### src/rtl/ifetch_mem_pkg.sv
// Shared types and sizes for the instruction-fetch memory responder.
package ifetch_mem_pkg;

    localparam int unsigned ADDR_W     = 32;
    localparam int unsigned BYTE_W     = 8;
    localparam int unsigned WORD_BYTES = 4;
    localparam int unsigned WORD_W     = WORD_BYTES * BYTE_W;
    localparam int unsigned LANE_W     = 2;

    typedef enum logic [1:0] {
        IDLE  = 2'd0,
        ISSUE = 2'd1,
        DRAIN = 2'd2
    } state_t;

endpackage

### src/rtl/ifetch_mem_responder_if.sv
// Fetch-request and byte-RAM signals between fetch unit, RAM and responder.
interface ifetch_mem_responder_if #(
    parameter int unsigned MEM_AW = 18
);
    import ifetch_mem_pkg::*;

    logic                flush;
    logic                asking;
    logic [ADDR_W-1:0]   addr;
    logic [MEM_AW-1:0]   mem_a;
    logic                mem_rd_en;
    logic [BYTE_W-1:0]   mem_din;
    logic [WORD_W-1:0]   data;
    logic                data_ready;
    logic                busy;

    // Fetch unit plus RAM side.
    modport master (
        output flush, asking, addr, mem_din,
        input  mem_a, mem_rd_en, data, data_ready, busy
    );

    modport slave (
        input  flush, asking, addr, mem_din,
        output mem_a, mem_rd_en, data, data_ready, busy
    );

endinterface

### src/rtl/fetch_byte_assembler.sv
// Collects byte-wide RAM returns into the selected lane of a 32-bit word.
module fetch_byte_assembler
    import ifetch_mem_pkg::*;
(
    input  logic              clk,
    input  logic              rst,
    input  logic              i_clear,
    input  logic              i_capture_en,
    input  logic [LANE_W-1:0] i_lane,
    input  logic [BYTE_W-1:0] i_din,
    output logic [WORD_W-1:0] o_word
);

    logic [WORD_W-1:0] r_word;

    always_ff @(posedge clk or posedge rst) begin
        if (rst) begin
            r_word <= '0;
        end else if (i_clear) begin
            r_word <= '0;
        end else if (i_capture_en) begin
            r_word[BYTE_W*i_lane +: BYTE_W] <= i_din;
        end
    end

    assign o_word = r_word;

endmodule

### src/rtl/ifetch_mem_responder.sv
// Fetch responder: four byte reads per request, little-endian word assembly,
// one-entry pending buffer and flush abort.
module ifetch_mem_responder
    import ifetch_mem_pkg::*;
#(
    parameter int unsigned MEM_AW = 18,
    parameter int unsigned RD_LAT = 1
) (
    input  logic                    clk,
    input  logic                    rst,
    ifetch_mem_responder_if.slave   bus
);

    if (RD_LAT != 1) begin : g_bad_rd_lat
        $error("ifetch_mem_responder: RD_LAT must be 1");
    end

    state_t              r_state,      w_state_nxt;
    logic [LANE_W-1:0]   r_idx,        w_idx_nxt;
    logic [LANE_W-1:0]   r_cap_lane,   w_cap_lane_nxt;
    logic [MEM_AW-1:0]   r_base,       w_base_nxt;
    logic                r_pend_valid, w_pend_valid_nxt;
    logic [MEM_AW-1:0]   r_pend_addr,  w_pend_addr_nxt;
    logic [MEM_AW-1:0]   r_mem_a,      w_mem_a_nxt;
    logic                r_mem_rd_en,  w_mem_rd_en_nxt;
    logic [WORD_W-1:0]   r_data,       w_data_nxt;
    logic                r_data_ready, w_data_ready_nxt;
    logic                r_busy,       w_busy_nxt;

    logic [MEM_AW-1:0]   w_req_addr;
    logic [WORD_W-1:0]   w_word;
    logic                w_capture_en;
    logic                w_unused;

    assign w_req_addr   = bus.addr[MEM_AW-1:0];
    // A strobe issued last cycle returns its byte now; flush discards it.
    assign w_capture_en = r_mem_rd_en & ~bus.flush;
    assign w_unused     = ^{bus.addr[ADDR_W-1:MEM_AW], w_word[WORD_W-1:WORD_W-BYTE_W]};

    fetch_byte_assembler u_asm (
        .clk          (clk),
        .rst          (rst),
        .i_clear      (bus.flush),
        .i_capture_en (w_capture_en),
        .i_lane       (r_cap_lane),
        .i_din        (bus.mem_din),
        .o_word       (w_word)
    );

    always_comb begin
        w_state_nxt      = r_state;
        w_idx_nxt        = r_idx;
        w_cap_lane_nxt   = r_cap_lane;
        w_base_nxt       = r_base;
        w_pend_valid_nxt = r_pend_valid;
        w_pend_addr_nxt  = r_pend_addr;
        w_mem_a_nxt      = r_mem_a;
        w_mem_rd_en_nxt  = 1'b0;
        w_data_nxt       = r_data;
        w_data_ready_nxt = 1'b0;

        case (r_state)
            IDLE: begin
                if (bus.asking) begin
                    w_base_nxt  = w_req_addr;
                    w_idx_nxt   = '0;
                    w_state_nxt = ISSUE;
                end
            end
            ISSUE: begin
                w_mem_a_nxt     = r_base + MEM_AW'(r_idx);
                w_mem_rd_en_nxt = 1'b1;
                w_cap_lane_nxt  = r_idx;
                w_idx_nxt       = r_idx + LANE_W'(1);
                if (r_idx == LANE_W'(WORD_BYTES - 1)) begin
                    w_state_nxt = DRAIN;
                end
                if (bus.asking) begin
                    w_pend_valid_nxt = 1'b1;
                    w_pend_addr_nxt  = w_req_addr;
                end
            end
            DRAIN: begin
                // Last byte arrives this cycle; bypass it straight into data.
                w_data_nxt       = {bus.mem_din, w_word[WORD_W-BYTE_W-1:0]};
                w_data_ready_nxt = 1'b1;
                w_pend_valid_nxt = 1'b0;
                w_idx_nxt        = '0;
                if (bus.asking) begin
                    w_base_nxt  = w_req_addr;
                    w_state_nxt = ISSUE;
                end else if (r_pend_valid) begin
                    w_base_nxt  = r_pend_addr;
                    w_state_nxt = ISSUE;
                end else begin
                    w_state_nxt = IDLE;
                end
            end
            default: begin
                w_state_nxt = IDLE;
            end
        endcase

        // Flush wins over everything; a coincident request starts fresh.
        if (bus.flush) begin
            w_pend_valid_nxt = 1'b0;
            w_idx_nxt        = '0;
            w_mem_rd_en_nxt  = 1'b0;
            w_data_nxt       = r_data;
            w_data_ready_nxt = 1'b0;
            if (bus.asking) begin
                w_base_nxt  = w_req_addr;
                w_state_nxt = ISSUE;
            end else begin
                w_state_nxt = IDLE;
            end
        end

        w_busy_nxt = (w_state_nxt != IDLE) | w_pend_valid_nxt;
    end

    always_ff @(posedge clk or posedge rst) begin
        if (rst) begin
            r_state      <= IDLE;
            r_idx        <= '0;
            r_cap_lane   <= '0;
            r_base       <= '0;
            r_pend_valid <= 1'b0;
            r_pend_addr  <= '0;
            r_mem_a      <= '0;
            r_mem_rd_en  <= 1'b0;
            r_data       <= '0;
            r_data_ready <= 1'b0;
            r_busy       <= 1'b0;
        end else begin
            r_state      <= w_state_nxt;
            r_idx        <= w_idx_nxt;
            r_cap_lane   <= w_cap_lane_nxt;
            r_base       <= w_base_nxt;
            r_pend_valid <= w_pend_valid_nxt;
            r_pend_addr  <= w_pend_addr_nxt;
            r_mem_a      <= w_mem_a_nxt;
            r_mem_rd_en  <= w_mem_rd_en_nxt;
            r_data       <= w_data_nxt;
            r_data_ready <= w_data_ready_nxt;
            r_busy       <= w_busy_nxt;
        end
    end

    assign bus.mem_a      = r_mem_a;
    assign bus.mem_rd_en  = r_mem_rd_en;
    assign bus.data       = r_data;
    assign bus.data_ready = r_data_ready;
    assign bus.busy       = r_busy;

endmodule

### src/flat_wrapper.sv
// flat-port wrapper written by rule: the top's interface ports become plain ports
module ifetch_mem_responder_flat import ifetch_mem_pkg::*;
#(
    parameter int unsigned MEM_AW = 18,
    parameter int unsigned RD_LAT = 1
)
  (clk, rst, bus_flush, bus_asking, bus_addr, bus_mem_din, bus_mem_a, bus_mem_rd_en, bus_data, bus_data_ready, bus_busy);
  ifetch_mem_responder_if #(.MEM_AW(MEM_AW)) bus_i ();
  input  logic clk;
  input  logic rst;
  input wire logic [$bits(bus_i.flush)-1:0] bus_flush;
  input wire logic [$bits(bus_i.asking)-1:0] bus_asking;
  input wire logic [$bits(bus_i.addr)-1:0] bus_addr;
  input wire logic [$bits(bus_i.mem_din)-1:0] bus_mem_din;
  output wire logic [$bits(bus_i.mem_a)-1:0] bus_mem_a;
  output wire logic [$bits(bus_i.mem_rd_en)-1:0] bus_mem_rd_en;
  output wire logic [$bits(bus_i.data)-1:0] bus_data;
  output wire logic [$bits(bus_i.data_ready)-1:0] bus_data_ready;
  output wire logic [$bits(bus_i.busy)-1:0] bus_busy;
  assign bus_i.flush = bus_flush;
  assign bus_i.asking = bus_asking;
  assign bus_i.addr = bus_addr;
  assign bus_i.mem_din = bus_mem_din;
  assign bus_mem_a = bus_i.mem_a;
  assign bus_mem_rd_en = bus_i.mem_rd_en;
  assign bus_data = bus_i.data;
  assign bus_data_ready = bus_i.data_ready;
  assign bus_busy = bus_i.busy;
  ifetch_mem_responder #(.MEM_AW(MEM_AW), .RD_LAT(RD_LAT)) u_core (.clk(clk), .rst(rst), .bus(bus_i));
endmodule
### config.mk
export PLATFORM = sky130hd
export DESIGN_NAME = ifetch_mem_responder_flat
export DESIGN_NICKNAME = d
export VERILOG_FILES = /design/src/rtl/ifetch_mem_pkg.sv /design/src/rtl/ifetch_mem_responder_if.sv /design/src/rtl/fetch_byte_assembler.sv /design/src/rtl/ifetch_mem_responder.sv /design/src/flat_wrapper.sv
export SDC_FILE = /design/constraint.sdc
export NUM_CORES = 1
export LEC_CHECK = 0
export CAP_MARGIN = 0
export CORE_UTILIZATION = 47
export DETAILED_ROUTE_END_ITERATION = 12
export PLACE_DENSITY = 0.75
export SYNTH_ARGS = -nofsm -noshare
export SYNTH_HDL_FRONTEND = slang
export SYNTH_SLANG_ARGS = --single-unit
### constraint.sdc
create_clock -name clk -period 3.5 [get_ports clk]
set_input_delay 0.35 -clock clk [delete_from_list [all_inputs] [get_ports clk]]
set_output_delay 0.35 -clock clk [all_outputs]
set_load 0.05 [all_outputs]
==> results.toml <==
[layout]
drive_gt1_share_pct = 18.9
syn2layout_area_growth_pct = 30.1
num_antenna_cells = 0
nets = 554

[clock_network]
cts_setup_buffers = 0
clkTransAtPathRegs_ps = 60
cts_root_buf = "clkbuf_8"
numClockSinks = 120
numCtsBuffers = 17
hold_buffers = 0
clockBufferDepth = 2
cts_tree = "built"
insertion_delay_ps = 510
h-tree-depth = 4
post_cts_resized = 0

[yosys]
synth_area_sq_um = 5110
synth_top_cells_by_area = "dfrtp_1 (59%), mux2_2 (11%), a22o_1 (3.9%)"
synth_edf_count = 0
yosysWarnings = 0
async_flop_share_pct = 100
synth_area_per_cell_sq_um = 12.3
synth_top_area_share_pct = 58.8
synth_cell_types = 42
ys_seq_area_share_pct = 58.8
ys.flop_type = "dfrtp_1"
yosysTopAreaCell = "dfrtp_1"
ys_seq_elements = 120
synthCells = 414
syn-num-nets = 469

[place]
io_buffers = 82
finalWeightedCongestion = 0.790
dpl.hpwl_mm = 7.04

[power]
ir_drop_uv = 380
p_comb_share_pct = 28.6
power_frac_seq_pct = 37.9
clockPowerShare_pct = 33.5
p_sw_mw = 1.77
switching_share_pct = 34.9
leakagePower_nw = 2.91
powerDensity_nw_per_um2 = 761
internal_power_mw = 3.29

[status]
outcome = "complete, no violations"

[route]
drtIter0Drc = 235
ant_nets = 0
first_pass_iters = 4
vias = 3593
drc = 0
routed_wl_mm = 10.7
via_per_inst = 5.54
wl_per_cell_microns = 16.4

[sta]
setup_viol = 0
fin_crit_sh_pct = 65.5
rsz0062_at_grt = "no"
hold_slack_ps = 368
tns_ps = 0
fmax_mhz = 437
maxSlewViolCount = 0
relSlewSlack_pct = 47.0
tightest_slew_ps = 793
skew_ps = 7.51
hold_viol_final = 0
fin_crit_ps = 2290

[worst_setup_path]
worstSetupPathType = "reg -> reg"
cp_num_buf_inv = 1
crit_family = "simple AND/OR/NAND/NOR gates"
cpMaxStageDelayCell = "dfrtp_1"
critPathRequiredTime_ps = 3930
crit_fanout = 5
cp-end-kind = "flip-flop"
critPathLaunchType = "flip-flop"
crit_chain = "ha_1 -> inv_1 -> fa_1 -> and3b_1 -> nand4_1 -> or3_1 -> a31oi_1"
arrival_ps = 2720
critical_path.max_stage_delay_ps = 430

[die]
ioPinCount = 97
die_width_microns = 106
rows = 37
dieArea_sq_um = 11300
initial_core_util_pct = 49.0
fp.coreArea_sq_um = 10400
die_h_microns = 106

[global_routing]
grt_usage_pct = 20.6
grt_pass1_vias = 3560
overflow = 0
grt_max_degree = 121
antenna_found_initial = 0
grt_pass1_wl_mm = 18.0

[flow_run]
drv_cap = 0

[worst_hold_path]
hold_path.class = "in -> async"
## worst reg2reg max path, cell delays in order, from the launching register on
cell	delay, ps
dfrtp_1	430
ha_1	230
inv_1	60
fa_1	430
and3b_1	290
nand4_1	210
or3_1	410
a31oi_1	170
## kinds of logic (layout without fill, tap and decap cells)
family	count (synthesis)	in the layout	synth area share, %
mux	52	52	11.5
simple gates	90	90	9.31
flops	120	120	58.8
xor+xnor	11	11	1.89
compound gates	99	99	13.1
fa+ha+maj	11	11	2.84
buf+inv	31	129	2.65
## cells in the final DEF (no fill, tap or decap), types with 3 or more instances in the layout
cell type / count
and2_1: 3
nand3b_1: 4
nand2_1: 30
nand4_1: 7
clkbuf_8: 3
nor2b_1: 4
dfrtp_1: 120
mux2_2: 52
clkinvlp_4: 5
a22oi_1: 18
inv_6: 4
nand3_1: 4
a21oi_1: 16
a31oi_1: 6
inv_1: 8
or3_1: 4
ha_1: 10
nor2_1: 19
xor2_1: 10
nand2b_1: 3
a22o_1: 23
buf_4: 5
o21ai_0: 26
clkdlybuf4s50_1: 82
clkbuf_16: 16
## worst paths after layout
kind | from | endpoint | slack [ps] | cells after the start
max in group asynchronous | rst | u_core.u_asm.o_word[11] | 2650 | 3
worst max register to register | u_core.r_idx[0] | u_core.bus.mem_a[14] | 1210 | 7
worst min-delay path | rst | u_core.bus.data[4] | 370 | 3
min in group clk | bus_addr[13] | u_core.r_base[13] | 430 | 3
worst max-delay path | u_core.r_idx[0] | u_core.bus.mem_a[14] | 1210 | 7
worst min register to register | u_core.u_asm.o_word[19] | u_core.u_asm.o_word[19] | 490 | 2
## final cells by class
class                           instances  area [sq um]
Fill cell                             802          3770
Sequential cell                       120          3000
Multi-Input combinational cell        263          1970
Timing Repair Buffer                   88           878
Clock buffer                           19           442
Tap cell                              136           170
Clock inverter                         13           144
Inverter                                9          37.5
## power by group through the flow
| stage | registers (mW) | clock network, mW | logic [mW] |
|---|---|---|---|
| floorplan | 2.34 | 0 | 0.551 |
| global placement | 1.92 | 0 | 1.42 |
| detailed placement | 1.93 | 0 | 1.45 |
| CTS | 1.91 | 1.73 | 1.46 |
| global route | 1.96 | 1.79 | 1.56 |
| finish | 1.92 | 1.70 | 1.45 |
## metrics by stage
step                      power [mW]  worst slack [ps]  instance area (sq um)  cells  utilization [%]
after floorplan                 2.90              1480                   5110    414                -
after global placement          3.34              1270                   6060    616             58.2
after detailed placement        3.39              1210                   6060    616             58.2
after CTS                       5.10              1200                   6650    648             63.8
after global routing            5.31              1080                   6650    648             63.8
final                           5.06              1210                   6650    648             63.8
## registers in the layout, summed over array words and instances, names as in the netlist
name and flops:
u_core.bus.mem_rd_en 1, u_core.r_idx 2, u_core.r_state 2, u_core.bus.data 32
u_core.r_pend_addr 18, u_core.u_asm.o_word 24, u_core.bus.mem_a 18, u_core.r_base 18
u_core.r_cap_lane 2, u_core.bus.busy 1, u_core.r_pend_valid 1, u_core.bus.data_ready 1
## cell usage after synthesis, drive strengths merged (2+ instances only)
master and instances:
nand3 5, nor2b 5, inv 9, a211o 2, a22o 23, nand3b 4, a21oi 16, ha 10
nor2 19, mux2 52, o31ai 2, nor4b 2, nand2b 3, dfrtp 120, a31oi 6, nor3 2
or3 4, nand2 30, clkbuf 7, and2 3, o21ai 27, nand4 7, xor2 10, and4 3
a22oi 18, buf 15
## per-layer routing
layer,vias up,track usage (%),part of all wire [%]
li1,1674,-,-
met1,1801,27.0,45
met3,18,4.66,4.7
met4,0,7.74,1.5
met2,100,33.3,49
met5,-,0,0
Power figures use the tool's default switching activity.
